File: src/rtl/risc16_bus_pkg.sv
// Shared types and constants for the risc16ba data-memory bus and its read-side dump engine.
package risc16_bus_pkg;

  typedef logic [15:0] addr_t;
  typedef logic [15:0] word_t;

  localparam addr_t IMAGE_BASE = 16'hC000;
  localparam addr_t IMAGE_LAST = 16'hFFFF;
  localparam addr_t LED_ADDR0  = 16'h0200;
  localparam addr_t LED_ADDR2  = 16'h0202;

  typedef enum logic [2:0] {IDLE, READ, SEND_HI, SEND_LO, FIN} dump_state_t;

  localparam int unsigned CNT_W = 17;
  localparam logic [CNT_W-1:0] CNT_ONE = 17'd1;

  // True when byte index cnt is the last byte of a line; line_bytes is a power of two.
  function automatic logic line_end(input logic [CNT_W-1:0] cnt, input int unsigned line_bytes);
    logic [CNT_W-1:0] mask;
    mask = CNT_W'(line_bytes - 32'd1);
    return (cnt & mask) == mask;
  endfunction

endpackage

File: src/rtl/risc16ba_dump_reader.sv
// Sweeps a word-aligned window of data memory through the bus read strobe and streams it out
// as big-endian bytes with per-line and end-of-dump markers.
module risc16ba_dump_reader
  import risc16_bus_pkg::*;
#(
  parameter addr_t       BASE_ADDR  = IMAGE_BASE,
  parameter addr_t       LAST_ADDR  = IMAGE_LAST,
  parameter int unsigned LINE_BYTES = 8
) (
  input  logic       clk,
  input  logic       rst,
  input  logic       start,
  output logic       busy,
  output logic       done,
  output addr_t      daddr,
  output logic       doe,
  input  word_t      ddin,
  output logic [7:0] out_data,
  output logic       out_valid,
  input  logic       out_ready,
  output logic       out_eol,
  output logic       out_last
);

  localparam addr_t FINAL_WORD = LAST_ADDR & 16'hFFFE;

  dump_state_t      state_q;
  addr_t            addr_q;
  logic [CNT_W-1:0] cnt_q;
  logic [7:0]       lo_byte_q;
  logic             final_word;

  // Termination is by address compare so the wrap past 0xFFFE is never issued on the bus.
  assign final_word = (addr_q == FINAL_WORD);

  always_ff @(posedge clk) begin
    if (!rst) begin
      state_q   <= IDLE;
      addr_q    <= BASE_ADDR;
      cnt_q     <= '0;
      lo_byte_q <= '0;
      busy      <= 1'b0;
      done      <= 1'b0;
      doe       <= 1'b0;
      daddr     <= '0;
      out_data  <= '0;
      out_valid <= 1'b0;
      out_eol   <= 1'b0;
      out_last  <= 1'b0;
    end else begin
      done <= 1'b0;
      unique case (state_q)
        IDLE: begin
          if (start) begin
            addr_q  <= BASE_ADDR;
            cnt_q   <= '0;
            busy    <= 1'b1;
            doe     <= 1'b1;
            daddr   <= BASE_ADDR;
            state_q <= READ;
          end
        end
        READ: begin
          // Read data is only valid while doe is high, so capture both bytes now.
          lo_byte_q <= ddin[7:0];
          doe       <= 1'b0;
          daddr     <= '0;
          out_valid <= 1'b1;
          out_data  <= ddin[15:8];
          out_eol   <= line_end(cnt_q, LINE_BYTES);
          out_last  <= 1'b0;
          state_q   <= SEND_HI;
        end
        SEND_HI: begin
          if (out_ready) begin
            cnt_q    <= cnt_q + CNT_ONE;
            out_data <= lo_byte_q;
            out_eol  <= line_end(cnt_q + CNT_ONE, LINE_BYTES);
            out_last <= final_word;
            state_q  <= SEND_LO;
          end
        end
        SEND_LO: begin
          if (out_ready) begin
            cnt_q     <= cnt_q + CNT_ONE;
            out_valid <= 1'b0;
            out_data  <= '0;
            out_eol   <= 1'b0;
            out_last  <= 1'b0;
            if (final_word) begin
              done    <= 1'b1;
              state_q <= FIN;
            end else begin
              addr_q  <= addr_q + 16'd2;
              doe     <= 1'b1;
              daddr   <= addr_q + 16'd2;
              state_q <= READ;
            end
          end
        end
        FIN: begin
          busy    <= 1'b0;
          state_q <= IDLE;
        end
        default: state_q <= IDLE;
      endcase
    end
  end

endmodule

File: config.mk
export PLATFORM = sky130hd
export DESIGN_NAME = risc16ba_dump_reader
export DESIGN_NICKNAME = d
export VERILOG_FILES = /design/src/rtl/risc16_bus_pkg.sv /design/src/rtl/risc16ba_dump_reader.sv
export SDC_FILE = /design/constraint.sdc
export NUM_CORES = 1
export LEC_CHECK = 0
export ABC_AREA = 0
export BUFFER_PORTS_ARGS = -buffer_cell sky130_fd_sc_hd__buf_4
export CAP_MARGIN = 20
export CORE_MARGIN = 2
export CORE_UTILIZATION = 25
export CTS_CLUSTER_DIAMETER = 80
export DETAILED_ROUTE_END_ITERATION = 16
export MAX_ROUTING_LAYER = met4
export PLACE_DENSITY = 0.52
export SETUP_SLACK_MARGIN = 0.3
export SLEW_MARGIN = 15
export SYNTH_ARGS = -nofsm -noshare
export SYNTH_HDL_FRONTEND = slang
export SYNTH_SLANG_ARGS = --single-unit
File: constraint.sdc
create_clock -name clk -period 2.6 [get_ports clk]
set_clock_uncertainty 0.2 [all_clocks]
set_input_delay 0.13 -clock clk [delete_from_list [all_inputs] [get_ports clk]]
set_output_delay 0.13 -clock clk [all_outputs]
set_load 0.005 [all_outputs]
# Word level (Yosys, flattened, before mapping)
# Index checks and enable logic that the tools add are counted.
[totals]
word_cells = 70
inputBits = 20
ff_bits = 74
[classes]
reduce_logical = 16
n_addsub = 2
n_mux = 28
eq_ne = 12
[op_table]
columns = ["cell", "count"]
rows = [
  ["$mux 16", 3],
  ["$pmux 16 s3", 1],
  ["$mux 17", 2],
  ["$pmux 17 s2", 1],
  ["$pmux 16 s2", 1],
  ["$pmux 8 s3", 1],
  ["$add 17x1->17 const B", 1],
  ["$add 16x2->16 const B", 1],
  ["$eq 16x16->1 const B", 1],
  ["$mux 8", 2],
  ["$mux 3", 4],
  ["$pmux 3 s4", 1],
  ["$reduce_and 3->1", 4],
  ["$eq 3x3->1 const B", 3],
  ["$pmux 1 s3", 3],
  ["$ne 2x2->1 const B", 4],
  ["$reduce_and 4->1", 2],
  ["$reduce_bool 2->1", 4],
  ["$mux 1", 7],
  ["$eq 3x2->1 const B", 2],
  ["$reduce_bool 3->1", 2],
  ["$pmux 1 s2", 2],
  ["$reduce_and 2->1", 2],
  ["$eq 3x1->1 const B", 1],
  ["3 further kinds", 3],
]

# Logic depth before layout (Yosys ltp)
# Gate-level depths: netlist of the first run.
[logic_depth]
word_depth = 4
mapped_depth = 7

# Worst setup path before layout of the first run
# No wires, ideal clock.
[synth_timing]
kind = "register -> register"
from = "reg addr_q[3]"
to = "reg daddr[4]"
setup_time_ps = 116
n_path_buf = 1
required_ps = 2284
path_slack_ps = 680
path_stages_with_launch = 7
t_arrival_ps = 1605
synth_period_minus_slack_ps = 1920
path_cell_list = "dfxtp_1 > buf_2 > nand3_1 > or3_4 > nor3_4 > nor4_1 > a31o_1"
[synth_between]
elab_chain_cells = 4
[synth_lines]
columns = ["element", "line", "source"]
rows = [
  ["from (decl)", "risc16ba_dump_reader.sv:28", "addr_t addr_q;"],
  ["from (signal assigned)", "risc16ba_dump_reader.sv:94", "addr_q <= addr_q + 16'd2;"],
  ["$add 16x2->16", "risc16ba_dump_reader.sv:96", "daddr <= addr_q + 16'd2;"],
  ["$mux 16", "risc16ba_dump_reader.sv:90", "if (final_word) begin"],
  ["$mux 16", "risc16ba_dump_reader.sv:84", "if (out_ready) begin"],
  ["$pmux 16 s3", "risc16ba_dump_reader.sv:52", "unique case (state_q)"],
  ["to (signal assigned)", "risc16ba_dump_reader.sv:96", ""],
  ["to (decl)", "risc16ba_dump_reader.sv:15", "output addr_t daddr,"],
]
# Several ways; a longest one is shown, not always the timed one. The select of a mux whose other input is x is not followed.
# A chain may end at the register's enable or synchronous reset.

# Worst setup path in the final report of the first run
[layout_timing]
from = "reg state_q[1]"
to = "reg addr_q[1]"
[layout_between]
elab_chain_cells = 3
[layout_lines]
columns = ["element", "line", "source"]
rows = [
  ["from (decl)", "risc16ba_dump_reader.sv:27", "dump_state_t state_q;"],
  ["from (signal assigned)", "risc16ba_dump_reader.sv:38", "state_q <= IDLE;"],
  ["from (signal assigned)", "risc16ba_dump_reader.sv:60", "state_q <= READ;"],
  ["from (signal assigned)", "risc16ba_dump_reader.sv:72", "state_q <= SEND_HI;"],
  ["$eq 3x2->1 / $logic_not 3->1 (equally long branches)", "risc16ba_dump_reader.sv:52", ""],
  ["$ne 2x2->1 (no line) / $reduce_bool 2->1 (equally long branches)", "--", ""],
  ["$reduce_and 4->1 (no line)", "--", ""],
]
# Several ways; a longest one is shown, not always the timed one.

==> results of run 1 <==
-- critical path: cells and delay by family (launching register included) --
kind / cells / cell delay [ns]
DFF: 1 / 0.49
and+or+nand+nor: 2 / 0.57
AOI/OAI and AO/OA: 3 / 0.55
buffers and inverters: 1 / 0.19
-- flip-flops by register name, summed over array words and instances (netlist names) --
register,count
out_data,8
lo_byte_q,8
daddr,16
busy,1
addr_q,15
state_q,3
out_eol,1
out_last,1
done,1
doe,1
out_valid,1
cnt_q,3
-- cell families after synthesis --
group | after synthesis | synth area share
adder cells (fa/ha/maj) | 2 | 0.00892
multiplexers | 3 | 0.0112
buffers and inverters | 35 | 0.0518
AND/OR/NAND/NOR | 135 | 0.256
flip-flops | 59 | 0.421
AO/OA/AOI/OAI | 89 | 0.211
XOR/XNOR | 13 | 0.0406
-- area by class of cell --
class                      instances  area (µm²)
fill                            1126        7120
multi-input combinational        242        1480
sequential                        59        1180
timing repair buffer              87         701
tap                              140         175
clock buffer                       9         124
clock inverter                     7        76.3
inverter                          10        37.5
-- worst min path at each step --
stage	startpoint	to	slack [ns]	depth (start not counted)
after global placement	ddin[3]	lo_byte_q[3]	0.19	3
after global routing	doe	doe	0.29	2
after floorplan	ddin[0]	lo_byte_q[0]	0.07	2
final	doe	doe	0.27	2
after CTS	doe	doe	0.27	2
after detailed placement	ddin[6]	lo_byte_q[6]	0.20	3
-- metal layers --
metal / part of all wire / wire [µm] / GRT usage
met1: 0.49 / 3960 / 0.197
met2: 0.44 / 3580 / 0.208
met3: 0.045 / 365 / 0.0308
met4: 0.023 / 187 / 0.0633
met5: 0 / 0 / -
-- metrics by stage --
step / power [mW] / util / hold slack, ns
floorplan: 1.16 / - / 0.0660
global placement: 1.29 / 0.309 / 0.188
detailed placement: 1.29 / 0.309 / 0.196
CTS: 2.16 / 0.345 / 0.266
global route: 2.26 / 0.346 / 0.293
finish: 2.14 / 0.346 / 0.266
-- power by group through the flow --
| stage | combinational, mW | sequential, mW | clock [mW] |
|---|---|---|---|
| after floorplan | 0.178 | 0.985 | 0 |
| after global placement | 0.292 | 0.997 | 0 |
| after detailed placement | 0.292 | 0.998 | 0 |
| after CTS | 0.316 | 0.977 | 0.872 |
| after global routing | 0.347 | 0.984 | 0.930 |
| final | 0.315 | 0.977 | 0.849 |
-- timing repair --
action / CTS / global route
buffers inserted: 0 / 2
hold buffers: 19 / 0
hold endpoints to repair: 26 / 0
setup endpoints to repair: 0 / 3
-- cell usage in the layout, fill, tap and decap left out, types with 4 or more instances in the layout --
| cell type | n |
|---|---|
| clkbuf_8 | 9 |
| nand2_1 | 30 |
| o21ai_0 | 11 |
| dfxtp_1 | 59 |
| buf_4 | 68 |
| inv_1 | 10 |
| nand3_1 | 15 |
| o21ai_1 | 4 |
| nor2b_1 | 9 |
| nor3b_1 | 11 |
| xor2_1 | 9 |
| nand2b_1 | 5 |
| a21oi_1 | 30 |
| and3_1 | 4 |
| nor4_1 | 5 |
| nor3_1 | 13 |
| nand4_1 | 7 |
| nor2_1 | 23 |
| xnor2_1 | 4 |
| a31o_1 | 7 |
| dlygate4sd3_1 | 19 |
| a211oi_1 | 11 |
==> run_results.csv, run 1 <==
group,metric,value,unit
run_status,outcome,"finished, final reports clean",
place,dpl_cell_area,3370,µm²
global_route,grt_first_pass_wirelength,13000,µm
worst_setup_path,crit_slowest_cell,"or3b_1",
finish,nets,431,
synth,synth_seq_cells,59,
synth,ys.flop_type,"dfxtp_1",
worst_setup_path,endpoint,"addr_q[1]",
clocking,clk_pin_slew_worst_paths,0.08,ns
sta,post-route-period-util,0.824,
pwr,power_switching,0.601,mW
route,final_antenna_net_count,0,
route,drc,0,
synth,synth_area_per_cell,8.35,µm²
clocking,cts_tree,"built",
global_route,grt_max_degree,27,
sta,maxSlewViolCount,0,
worst_setup_path,cp_slowest_stage_delay,0.52,ns
floorplanning,io_pins,50,
worst_setup_path,rr_startpoint,"state_q[1]",
pwr,p_seq_frac,0.456,
synth,syn-instance-count,336,
pwr,p_per_area,567,nW/µm²
clocking,numCtsBuffers,9,
finish,antenna_cells,0,
place,dp_cells,517,
place,dp_slack,0.399,ns
pwr,clkPwrFrac,0.396,
hold_path,hp-class,"register to register",
worst_setup_path,reg2regPathDepth,6,
floorplanning,core,10900,µm²
place,globalplace.congestion,0.967,
worst_setup_path,required,2.60,ns
route,drtPass1Iterations,4,
global_route,grt_use_total,0.146,
global_route,antenna_found_initial,0,
floorplanning,die_w,110,µm
worst_setup_path,cp_cell_sequence,"or3b_1 > a21oi_2 > o31ai_4 > buf_4 > a21oi_1 > nor2_1",
clocking,cts-root-buf,"clkbuf_8",
finish,fin_cells,554,
sta,final-setup-viol-count,0,
synth,synth-edff-count,0,
sta,hold_viol_final,0,
pwr,combinationalPowerShare,0.147,
pwr,ir_drop,0.297,mV
route,via_per_inst,4.77,
worst_setup_path,startpoint,"state_q[1]",
synth,synth_top_area_share,0.421,
worst_setup_path,ff2ff_setup_slack,0.46,ns
place,port_buffers,49,
finish,drive_gt1_frac,0.234,
route,wire_per_inst,14.6,µm
floorplanning,die-area,12100,µm²
floorplanning,rows,38,
sta,rsz0062_at_grt,"false",
sta,fin_tns_setup,0,ns
route,wl,8090,µm
clocking,clk_latency,0.34,ns
pwr,p_leak,1.44,nW
floorplanning,die_y,110,µm
worst_setup_path,cp_max_fo,19,
synth,yosysSeqAreaShare,0.421,
sta,fin_ws,0.457,ns
route,num_vias,2643,
pwr,intPower,1.54,mW
global_route,grt_overflow,0,
pwr,switching_share,0.281,
finish,postLayoutCellArea,3770,µm²
route,first_iter_violations,186,
floorplanning,start_util,0.258,
worst_setup_path,endpoint_kind,"register",
worst_setup_path,rr_endpoint,"addr_q[1]",
place,dp_hpwl,5620,µm
sta,relSlewSlack,0.508,
synth,synth_area,2800,µm²
global_route,grt_pass1_vias,2494,
sta,tightest_slew,0.736,ns
worst_setup_path,worst_ep_arrival_time,2.15,ns
synth,synthTopCellsByArea,"dfxtp_1, a21oi_1, nand2_1",
clocking,cts-resized-gates,0,
synth,ys.warnings.count,0,
synth,async_flop_share,0,
sta,clock.fmax,467,MHz
clocking,clockBufferDepth,2,
synth,ys_top_cells_by_count,"dfxtp_1, a21oi_1, nand2_1",
clocking,clock_sinks,59,
worst_setup_path,start_kind,"register",
synth,ys_types,51,
finish,syn_to_final_growth,34.5,%
worst_setup_path,crit_type,"register to register",
run,drv_cap,0,
synth,synth.net_count,358,
synth,synth_top_cell_by_area,"dfxtp_1",
synth,yosys.cell_count.top_type,"dfxtp_1",
sta,timing.final.crit_period,2.14,ns
clocking,h-tree-depth,3,
Note: power is estimated with default switching activity, not from simulation.
==> run 2, diff against run 1 <==
==> constraint.sdc (replaced) <==
create_clock -name clk -period 2.1 [get_ports clk]
set_clock_uncertainty 0.2 [all_clocks]
set_input_delay 0.105 -clock clk [delete_from_list [all_inputs] [get_ports clk]]
set_output_delay 0.105 -clock clk [all_outputs]
set_load 0.005 [all_outputs]
==> run 2 against run 1 <==
Net effect: worst setup slack got worse by 0.27 ns; cell count rose by 4.7%; core utilization rose by 4.3 points; total power rose by 27%; sequential power rose by 23%; global-route usage rose by 0.65 points; critical endpoint is now addr_q[13].
==> run_results.csv, run 2 (synthesis gave the netlist of run 1 again) <==
group,metric,value,unit
clocking,clk_pin_slew_worst_paths,0.08,ns
finish,nets,457,
floorplanning,core,10900,µm²
run,drv_cap,0,
route,via_per_inst,4.79,
sta,clock.fmax,523,MHz
global_route,grt_max_degree,27,
worst_setup_path,crit_type,"register to register",
clocking,h-tree-depth,3,
global_route,grt_use_total,0.152,
worst_setup_path,endpoint_kind,"register",
clocking,clk_latency,0.35,ns
pwr,p_per_area,643,nW/µm²
pwr,ir_drop,0.240,mV
global_route,grt_overflow,0,
route,drtPass1Iterations,4,
sta,timing.final.crit_period,1.91,ns
clocking,numCtsBuffers,9,
hold_path,hp-class,"register to register",
finish,largestRegisters,"daddr x16, addr_q x15",
clocking,cts-root-buf,"clkbuf_8",
sta,maxSlewViolCount,0,
place,dp_hpwl,5840,µm
sta,final-setup-viol-count,0,
finish,syn_to_final_growth,51.1,%
route,drc,0,
run_status,outcome,"finished, final reports clean",
global_route,grt_pass1_vias,2728,
worst_setup_path,worst_ep_arrival_time,1.99,ns
floorplanning,start_util,0.258,
finish,final_cell_mix,"buf_4, dfxtp_1, nand2_1, a21oi_1, nor2_1",
sta,relSlewSlack,0.680,
route,wl,8620,µm
sta,hold_viol_final,0,
finish,largest_reg_flops,16,
finish,fillers,1056,
floorplanning,io_pins,50,
finish,antenna_cells,0,
route,first_iter_violations,197,
worst_setup_path,start_kind,"register",
place,globalplace.congestion,0.948,
place,dp_cells,523,
sta,fin_tns_setup,0,ns
floorplanning,die_y,110,µm
place,port_buffers,49,
clocking,clock_sinks,59,
finish,fin_cells,580,
finish,regArea,1220,µm²
sta,tightest_slew,0.480,ns
floorplanning,die_w,110,µm
clocking,cts_tree,"built",
route,wire_per_inst,14.9,µm
finish,layout_commonest_cell,"buf_4",
route,num_vias,2777,
sta,post-route-period-util,0.911,
finish,multiInputGateArea,1660,µm²
pwr,p_leak,1.66,nW
worst_setup_path,required,2.18,ns
global_route,grt_first_pass_wirelength,13600,µm
global_route,antenna_found_initial,0,
finish,drive_gt1_frac,0.373,
floorplanning,rows,38,
floorplanning,die-area,12100,µm²
route,final_antenna_net_count,0,
sta,rsz0062_at_grt,"true",
finish,regMostFlops,"daddr",
worst_setup_path,cp_max_fo,5,
clocking,clockBufferDepth,2,
-- run 2: stage by stage --
stage	utilization	total power [mW]	instance area (µm²)	setup WS (ns)	hold WS [ns]
final	0.389	2.73	4240	0.186	0.254
after global routing	0.389	2.84	4240	0.136	0.277
after CTS	0.374	2.73	4070	0.233	0.255
after detailed placement	0.319	1.61	3470	0.0202	0.169
after global placement	0.319	1.61	3470	0.0299	0.161
after floorplan	-	1.45	2850	0.283	0.0410
-- run 2: path summary, 6_finish.rpt --
| check | start | endpoint | slack [ns] | cells past startpoint |
|---|---|---|---|---|
| hold / removal | daddr[15] | daddr[15] | 0.25 | 2 |
| setup / recovery | addr_q[12] | addr_q[13] | 0.19 | 6 |
| setup reg to reg | addr_q[12] | addr_q[13] | 0.19 | 6 |
| hold reg to reg | daddr[15] | daddr[15] | 0.25 | 2 |
-- run 2: worst max-delay path, cell delays in order (launching register included) --
cell and delay, ns:
dfxtp_2 0.35, nand4_1 0.20, or2_4 0.36, o31ai_4 0.38, buf_6 0.18, nand2_1 0.06, a21oi_1 0.11
-- run 2: final cells by class --
type,instances,area share
Multi-Input combinational cell,242,0.392
Sequential cell,59,0.288
Timing Repair Buffer,113,0.223
Tap cell,140,0.0413
Clock buffer,10,0.0325
Clock inverter,6,0.0151
Inverter,10,0.00886
-- run 2: power breakdown --
| part | switching (mW) | internal [mW] | total (mW) |
|---|---|---|---|
| registers | 0.0361 | 1.16 | 1.20 |
| logic | 0.226 | 0.218 | 0.444 |
| clock network | 0.505 | 0.580 | 1.08 |
| total | 0.767 | 1.96 | 2.73 |
-- run 2: timing repair --
item,in CTS,in global routing
gates resized for setup,33,25
hold buffers,19,0
buffers inserted,14,8
pin swaps,15,24
endpoints found under the hold margin,28,0
endpoints found under the setup margin,49,49
-- run 2: metal layers --
| layer | up-vias | share of wire | track usage |
|---|---|---|---|
| met5 | - | 0 | - |
| met4 | 0 | 0.018 | 0.0705 |
| met3 | 12 | 0.039 | 0.0285 |
| met2 | 56 | 0.46 | 0.224 |
| met1 | 1299 | 0.48 | 0.201 |
| li1 | 1410 | - | - |
